<file path="config.mk">
export PLATFORM = sky130hd
export DESIGN_NAME = reg_write_arbiter
export DESIGN_NICKNAME = d
export VERILOG_FILES = /design/src/rtl/reg_write_arbiter.sv
export SDC_FILE = /design/constraint.sdc
export NUM_CORES = 1
export LEC_CHECK = 0
export ABC_AREA = 1
export CAP_MARGIN = 0
export CORE_ASPECT_RATIO = 1.1
export CORE_MARGIN = 2
export CORE_UTILIZATION = 40
export DETAILED_ROUTE_END_ITERATION = 7
export PLACE_DENSITY = 0.79
export SYNTH_ARGS = -nofsm -noshare
export SYNTH_HDL_FRONTEND = slang
export SYNTH_SLANG_ARGS = --single-unit
</file>
<file path="constraint.sdc">
create_clock -name clk -period 5.6 [get_ports clk]
set_clock_uncertainty 0.2 [all_clocks]
set_input_delay 1.4 -clock clk [delete_from_list [all_inputs] [get_ports clk]]
set_output_delay 1.4 -clock clk [all_outputs]
set_load 0.01 [all_outputs]
</file>
<file path="src/rtl/reg_write_arbiter.sv">
// Round-robin arbiter that lets NREQ requesters share one load-enable register; counts completed writes.
// Latency: req sampled at edge k -> reg_en high for cycle k..k+1 -> ack from edge k+1; minimum 3 cycles per write.
// Backpressure: the owner holds ack until it drops req; other requests wait, held level, until IDLE.
module reg_write_arbiter #(
    parameter int NREQ = 4,
    parameter int DW   = 4,
    parameter int IW   = 2
) (
    input  logic                 clk,
    input  logic                 rst,
    input  logic [NREQ-1:0]      req,
    input  logic [NREQ*DW-1:0]   din_bus,
    output logic                 reg_en,
    output logic [DW-1:0]        reg_din,
    output logic [NREQ-1:0]      ack,
    output logic [IW-1:0]        owner,
    output logic                 busy,
    output logic [7:0]           wr_count
);

    typedef enum logic [1:0] {IDLE, WRITE, ACK} state_t;

    state_t          state;
    logic [IW-1:0]   last_grant;
    logic [IW-1:0]   winner;
    logic            found;

    // Scan starts just past the previous owner, so every held request is reached within NREQ grants.
    always_comb begin
        int idx;
        winner = '0;
        found  = 1'b0;
        idx    = 0;
        for (int i = 1; i <= NREQ; i++) begin
            idx = (int'(last_grant) + i) % NREQ;
            if (!found && req[IW'(idx)]) begin
                winner = IW'(idx);
                found  = 1'b1;
            end
        end
    end

    always_ff @(posedge clk or posedge rst) begin
        if (rst) begin
            state      <= IDLE;
            last_grant <= IW'(NREQ - 1);
            reg_en     <= 1'b0;
            reg_din    <= '0;
            ack        <= '0;
            owner      <= '0;
            busy       <= 1'b0;
            wr_count   <= 8'd0;
        end else begin
            case (state)
                IDLE: begin
                    if (found) begin
                        reg_din <= din_bus[int'(winner)*DW +: DW];
                        owner   <= winner;
                        reg_en  <= 1'b1;
                        busy    <= 1'b1;
                        state   <= WRITE;
                    end
                end
                WRITE: begin
                    reg_en   <= 1'b0;
                    ack      <= NREQ'(1) << owner;
                    wr_count <= wr_count + 8'd1;
                    state    <= ACK;
                end
                ACK: begin
                    if (!req[owner]) begin
                        ack        <= '0;
                        busy       <= 1'b0;
                        last_grant <= owner;
                        state      <= IDLE;
                    end
                end
                default: begin
                    reg_en <= 1'b0;
                    ack    <= '0;
                    busy   <= 1'b0;
                    state  <= IDLE;
                end
            endcase
        end
    end

endmodule
</file>
==> flow_summary.ini, run 1 <==
[sta]
tightestPinTransition_ns = 0.888
timing.fmax_ghz = 0.317
grt_setup_unrepaired = no
hold_violations = 0
period_share_pct = 56.2
final.hold.worst_slack_ns = 0.274
finalCriticalPeriod_ns = 3.15
setup_viol = 0
totalNegativeSetupSlack_ns = 0
finalMaxSlewViolations = 0
worst_slack_ns = 2.45
max_slew_margin_pct = 40.7

[worst_setup_path]
critPathSlowestCell = clkdlybuf4s50_1
max_stage_delay_ns = 0.45
timing.critical_path.mode_cell = nand2_1
path_delay_family = simple AND/OR/NAND/NOR gates
cp_data_arrival_time_ns = 3.10
critical_path.endpoint_type = flip-flop
cp.buffers_inverters = 1
crit_type = input port to flip-flop
crit_path_start_kind = input port
critical_path_peak_fanout = 12
rrSetupSlack_ns = 3.30
crit_path_cell_trace = clkdlybuf4s50_1, nand2_1, nand2_2, nand2_1, nand2_2, nor2_4, nand3_4, nand2_1, nor2_1, nand2_1, nand3_1
worst-endpoint-required_ns = 5.55

[route]
finalWirelength_um = 3130
detailroute.via_count = 1346
drt-pass1-iter-count = 4
detail_route.wl_per_cell_um = 10.9
drc_errors = 0
drt_iter0_markers = 65
drtAntennaViolNets = 0
vias_per_cell = 4.69

[final_layout]
antennaDiodeCount = 0
area.growth.synth_to_final_pct = 34.9
seq_area_um2 = 603
final_layout_size_suffix_gt1_share_pct = 11.4
fillers = 330
finalNetCount = 261
multi_input_area_um2 = 717

[global_routing]
global_route.overflow_total = 0
wire_length_of_the_first_global_routing_pass_um = 4980
global_route.usage.total_pct = 15.3
grt_max_degree = 25
number_of_global_route_vias_before_repair = 1182
antenna_found_initial = 0

[run_status]
run_status = completed

[power]
power.static_leakage_uw = 0.00101
power_density_mw_per_mm2 = 595
vdd_ir_drop_max_mv = 0.264
totalPowerFinal_uw = 1180

[floorplanning]
chipWidth_um = 61.9
initial_utilization_pct = 41.0
floorplan.die_area_mm2 = 0.00419
num_io_pins = 42
chipHeight_um = 67.7
core-area_mm2 = 0.00360
rows = 23

[cts]
tritoncts.num_buffers = 3
number_of_buffers_added_to_fix_hold_violations_after_cts = 0
post_cts.resized_instances = 0
insertion_delay_ns = 0.27
post_cts.repair.setup_buffers = 0
clkSlewWorstSetupHoldPaths_ns = 0.09
cts.path.max_buffers = 2
cts_tree = done
tritoncts_num_sinks = 24
htree_num_levels = 1
cts_root_buf = clkbuf_8

[yosys]
synth_top_area_cell = dfrtp_1
ys_seq_area_share_pct = 40.9
yosys.cell_count.top_type = nand2_1
synth_ff_type = dfrtp_1
synth.distinct_cells = 29
synthesis.nets = 218
synth_top_area_share_pct = 37.3
synth.avg_cell_area_um2 = 7.56
ys_seq_elements = 24
synth_area_mm2 = 0.00148
syn_inst = 195
yosys-top-cells-count = nand2_1, inv_1, dfrtp_1, nor2_1, nand3_1
synth.yosys.warnings = 0
synth_enable_flop_cells = 0
synth.top_cells.by_area = dfrtp_1, nand2_1, inv_1, nand2_2, nand4_1
synth_async_sr_flop_share_pct = 100

[placed_design]
placement.setup.worst_slack_ns = 2.18
final_wtd_congestion = 0.953
dpl.hpwl_um = 2410
i_o_buffers = 41

[flow_run]
max-cap-violations = 0

[worst_hold_path]
hold_path_class = flip-flop to flip-flop
[logic make-up (layout without fill, tap and decap cells)]
logic type,Yosys count,count (layout),synth area share [%]
adder cells (fa/ha/maj),1,1,0.848
XOR/XNOR,6,6,3.56
flip-flops,24,24,40.9
AO/OA/AOI/OAI,15,15,6.62
AND/OR/NAND/NOR,113,113,36.9
multiplexers,1,1,0.679
buffers and inverters,35,77,10.5
[path summary, 6_finish.rpt]
| kind | startpoint | endpoint | depth (start not counted) |
|---|---|---|---|
| worst min-delay path | wr_count[7] | wr_count[7] | 1 |
| worst max register to register | last_grant[0] | reg_din[0] | 11 |
| max in group asynchronous | rst | owner[1] | 2 |
| worst max-delay path | req[3] | reg_din[0] | 11 |
| worst min register to register | wr_count[7] | wr_count[7] | 1 |
| min in group asynchronous | rst | wr_count[1] | 2 |
[worst register-to-register path: cells and delay by family (launching register included)]
| family | cells | cell delay, ns |
|---|---|---|
| buffers and inverters | 1 | 0.09 |
| DFF | 1 | 0.69 |
| and+or+nand+nor | 10 | 1.21 |
[report_power, final]
group | internal, µW | total, µW | leakage [µW] | switching (µW)
combinational | 294 | 697 | 0.000680 | 403
sequential | 256 | 333 | 0.000299 | 77.1
clock | 95.6 | 154 | 0.0000357 | 58.5
[stage by stage]
step	util, %	cells	cell area, µm²
3_5_place_dp	53.3	283	1920
3_3_place_gp	53.3	283	1920
2_1_floorplan	-	195	1480
4_1_cts	55.3	287	1990
6_report	55.3	287	1990
5_1_grt	55.3	287	1990
[final cells by class]
class / count / share of cell area (%)
well taps: 50 / 3.14
multi-input cells: 136 / 36.0
repair buffers: 41 / 20.6
clock buffers: 3 / 2.08
clock inverters: 1 / 1.51
flip-flops and latches: 24 / 30.3
inverters: 32 / 6.29
[registers in the layout (all words and copies together), names as in the netlist]
name and flops:
busy 1, reg_din 4, wr_count 8, state 2, reg_en 1, owner 2
ack 4, last_grant 2
[metal layers]
metal  vias to the layer above  GRT usage (%)  share of wire (%)  wire, µm
met2                        32           23.8                 47      1460
met4                         0           3.99                1.2        37
li1                        693              -                  -         -
met3                         5           1.72                3.7       117
met5                         -              0                  0         0
met1                       616           22.5                 48      1510
[cell usage in the layout, fill, tap and decap left out]
| master | Yosys | layout |
|---|---|---|
| a21oi_1 | 1 | 1 |
| a22o_1 | 2 | 2 |
| a22oi_1 | 1 | 1 |
| a32o_1 | 2 | 2 |
| bufinv_16 | 0 | 1 |
| clkbuf_8 | 0 | 3 |
| clkdlybuf4s50_1 | 0 | 41 |
| dfrtp_1 | 22 | 22 |
| dfstp_2 | 2 | 2 |
| ha_1 | 1 | 1 |
| inv_1 | 28 | 28 |
| inv_2 | 3 | 3 |
| inv_6 | 1 | 1 |
| mux2i_1 | 1 | 1 |
| nand2_1 | 62 | 62 |
| nand2_2 | 9 | 9 |
| nand2_4 | 3 | 3 |
| nand3_1 | 11 | 11 |
| nand3_2 | 2 | 2 |
| nand3_4 | 1 | 1 |
| nand4_1 | 9 | 9 |
| nor2_1 | 12 | 12 |
| nor2_2 | 1 | 1 |
| nor2_4 | 1 | 1 |
| nor3_1 | 2 | 2 |
| o211ai_1 | 1 | 1 |
| o21ai_0 | 6 | 6 |
| o21ai_1 | 2 | 2 |
| xnor2_1 | 2 | 2 |
| xor2_1 | 4 | 4 |
Note: power is estimated with default switching activity, not from simulation.
==> inputs of run 2 (changes only) <==
--- a/config.mk
+++ b/config.mk
@@ -11,7 +11,7 @@
 export CORE_MARGIN = 2
 export CORE_UTILIZATION = 40
 export DETAILED_ROUTE_END_ITERATION = 7
-export PLACE_DENSITY = 0.79
+export PLACE_DENSITY = 0.82
 export SYNTH_ARGS = -nofsm -noshare
 export SYNTH_HDL_FRONTEND = slang
 export SYNTH_SLANG_ARGS = --single-unit
==> constraint.sdc (replaced) <==
create_clock -name clk -period 2.7 [get_ports clk]
set_clock_uncertainty 0.2 [all_clocks]
set_input_delay 0.675 -clock clk [delete_from_list [all_inputs] [get_ports clk]]
set_output_delay 0.675 -clock clk [all_outputs]
set_load 0.01 [all_outputs]
==> flow_summary.ini, run 2 (same netlist as run 1, synthesis figures left out) <==
[run_status]
run_status = completed

[sta]
setup_viol = 0
timing.fmax_ghz = 0.418
max_slew_margin_pct = 76.1
finalCriticalPeriod_ns = 2.39
finalMaxSlewViolations = 0
hold_violations = 0
totalNegativeSetupSlack_ns = 0
grt_setup_unrepaired = no
tightestPinTransition_ns = 0.357
final.hold.worst_slack_ns = 0.283
period_share_pct = 88.6

[worst_setup_path]
max_stage_delay_ns = 0.53
critical_path_launch_point = req[0]
r2r_cells = 11
crit_path_start_kind = input port
reg2reg_to = reg_din[0]
worst-endpoint-required_ns = 2.71
crit_path_end = reg_din[0]
crit_path_cell_trace = clkdlybuf4s50_1, nand2_1, nand2_2, nand2_1, nand2_1, inv_1, nand3_4, nand2_1, nor2_1, nand2_1, nand3_1
cp_data_arrival_time_ns = 2.40
rrSetupSlack_ns = 0.49
r2r-start = last_grant[0]
critical_path.endpoint_type = flip-flop
timing.critical_path.mode_cell = nand2_1
critical_path_peak_fanout = 12
critPathSlowestCell = clkdlybuf4s50_1
crit_type = input port to flip-flop

[global_routing]
grtUsageMet3_pct = 1.34
antenna_found_initial = 0
globalRouteMet1Util_pct = 24.8
globalRoute.busiestLayer = met2
global_route.usage.total_pct = 16.5
global_route.overflow_total = 0
number_of_global_route_vias_before_repair = 1234
use_met2_pct = 25.1
wire_length_of_the_first_global_routing_pass_um = 5350
grt_max_degree = 25

[floorplanning]
chipHeight_um = 67.7
initial_utilization_pct = 41.0
floorplan.die_area_mm2 = 0.00419
rows = 23
num_io_pins = 42
core-area_mm2 = 0.00360
chipWidth_um = 61.9

[power]
p_int_uw = 1310
power_switching_share_pct = 45.8
vdd_ir_drop_max_mv = 0.686
power_density_mw_per_mm2 = 1210
power.static_leakage_uw = 0.00102
seq_power_share_pct = 28.7
p_comb_share_pct = 61.4
net-switching-power_uw = 1100
share_clk_of_total_power_pct = 9.9

[route]
drt_iter0_markers = 98
vias_per_cell = 4.76
finalWirelength_um = 3190
drc_errors = 0
drtAntennaViolNets = 0
detailroute.via_count = 1381
detail_route.wl_per_cell_um = 11.0
drt-pass1-iter-count = 4

[final_layout]
layoutNonFillerInstCount = 290
largestRegisters = wr_count x8, ack x4, reg_din x4
seq_area_um2 = 603
layout.cell_area.non_filler_mm2 = 0.00200
registers.top_by_ff_count = wr_count
number_of_flip_flops_in_the_largest_register = 8
final_layout_size_suffix_gt1_share_pct = 12.5
finalNetCount = 264
area.growth.synth_to_final_pct = 35.3
fillers = 330
mostFrequentLayoutCell = nand2_1
layout.cells.most_common_list = nand2_1, clkdlybuf4s50_1, inv_1
antennaDiodeCount = 0
multi_input_area_um2 = 717
final_util_pct = 55.5

[cts]
insertion_delay_ns = 0.26
number_of_buffers_added_to_fix_hold_violations_after_cts = 0
post_cts.resized_instances = 0
tritoncts_num_sinks = 24
htree_num_levels = 1
post_cts.repair.setup_buffers = 0
cts_root_buf = clkbuf_8
cts_tree = done
tritoncts.num_buffers = 3
clkSlewWorstSetupHoldPaths_ns = 0.08
cts.path.max_buffers = 2

[placed_design]
placedCellCount = 286
dpl.hpwl_um = 2470
final_wtd_congestion = 0.904
i_o_buffers = 41
placed_cell_area_mm2 = 0.00194

[flow_run]
max-cap-violations = 0

[worst_hold_path]
hold_path_class = flip-flop to flip-flop
-- run 2: cell count changes in the layout (fill, tap and decap cells not counted) --
| cell | before | now |
|---|---|---|
| clkbuf_8 | 3 | 4 |
| buf_4 | 0 | 3 |
| bufinv_16 | 1 | 0 |
-- run 2: power by group through the flow --
stage / Combinational (µW) / Sequential [µW] / Clock (µW)
floorplan: 1010 / 709 / 0
global placement: 1450 / 699 / 0
detailed placement: 1480 / 693 / 0
CTS: 1490 / 692 / 244
global route: 1670 / 719 / 258
finish: 1480 / 691 / 239
-- run 2: worst max-delay path: cells and delay by family --
family | cells | cell delay, ns
buffers and inverters | 2 | 0.61
AND/OR/NAND/NOR | 9 | 1.11
-- run 2: stage by stage --
stage               setup WS, ns  total power, µW
floorplan                  0.747             1720
global placement          0.0627             2150
detailed placement        0.0291             2170
CTS                        0.319             2430
global route               0.159             2650
finish                     0.308             2410
-- run 2: area by class of cell --
cell class,instances,area share (%)
sequential,24,30.2
tap,50,3.13
clock buffer,4,2.76
multi-input combinational,136,35.9
inverter,32,6.27
timing repair buffer,44,21.7
-- run 2: routing by layer --
metal / vias up / part of all wire [%]
li1: 703 / -
met3: 2 / 3.6
met2: 38 / 49
met4: 0 / 0.22
met5: - / 0
met1: 638 / 47
-- run 2: how the worst min path moves through the flow --
stage,slack [ns],start,endpoint,depth (start not counted)
floorplan,0.29,state[0],reg_en,1
global placement,0.27,wr_count[7],wr_count[7],1
detailed placement,0.26,wr_count[7],wr_count[7],1
CTS,0.28,wr_count[7],wr_count[7],1
global route,0.30,wr_count[7],wr_count[7],1
finish,0.28,wr_count[7],wr_count[7],1
==> inputs of run 3 (changes only) <==
--- a/config.mk
+++ b/config.mk
@@ -10,6 +10,7 @@
 export CORE_ASPECT_RATIO = 1.1
 export CORE_MARGIN = 2
 export CORE_UTILIZATION = 40
+export CTS_CLUSTER_DIAMETER = 60
 export DETAILED_ROUTE_END_ITERATION = 7
 export PLACE_DENSITY = 0.82
 export SYNTH_ARGS = -nofsm -noshare
==> results of run 3 <==
Same layout as run 2: the final DEF is identical, and so are final timing and power.
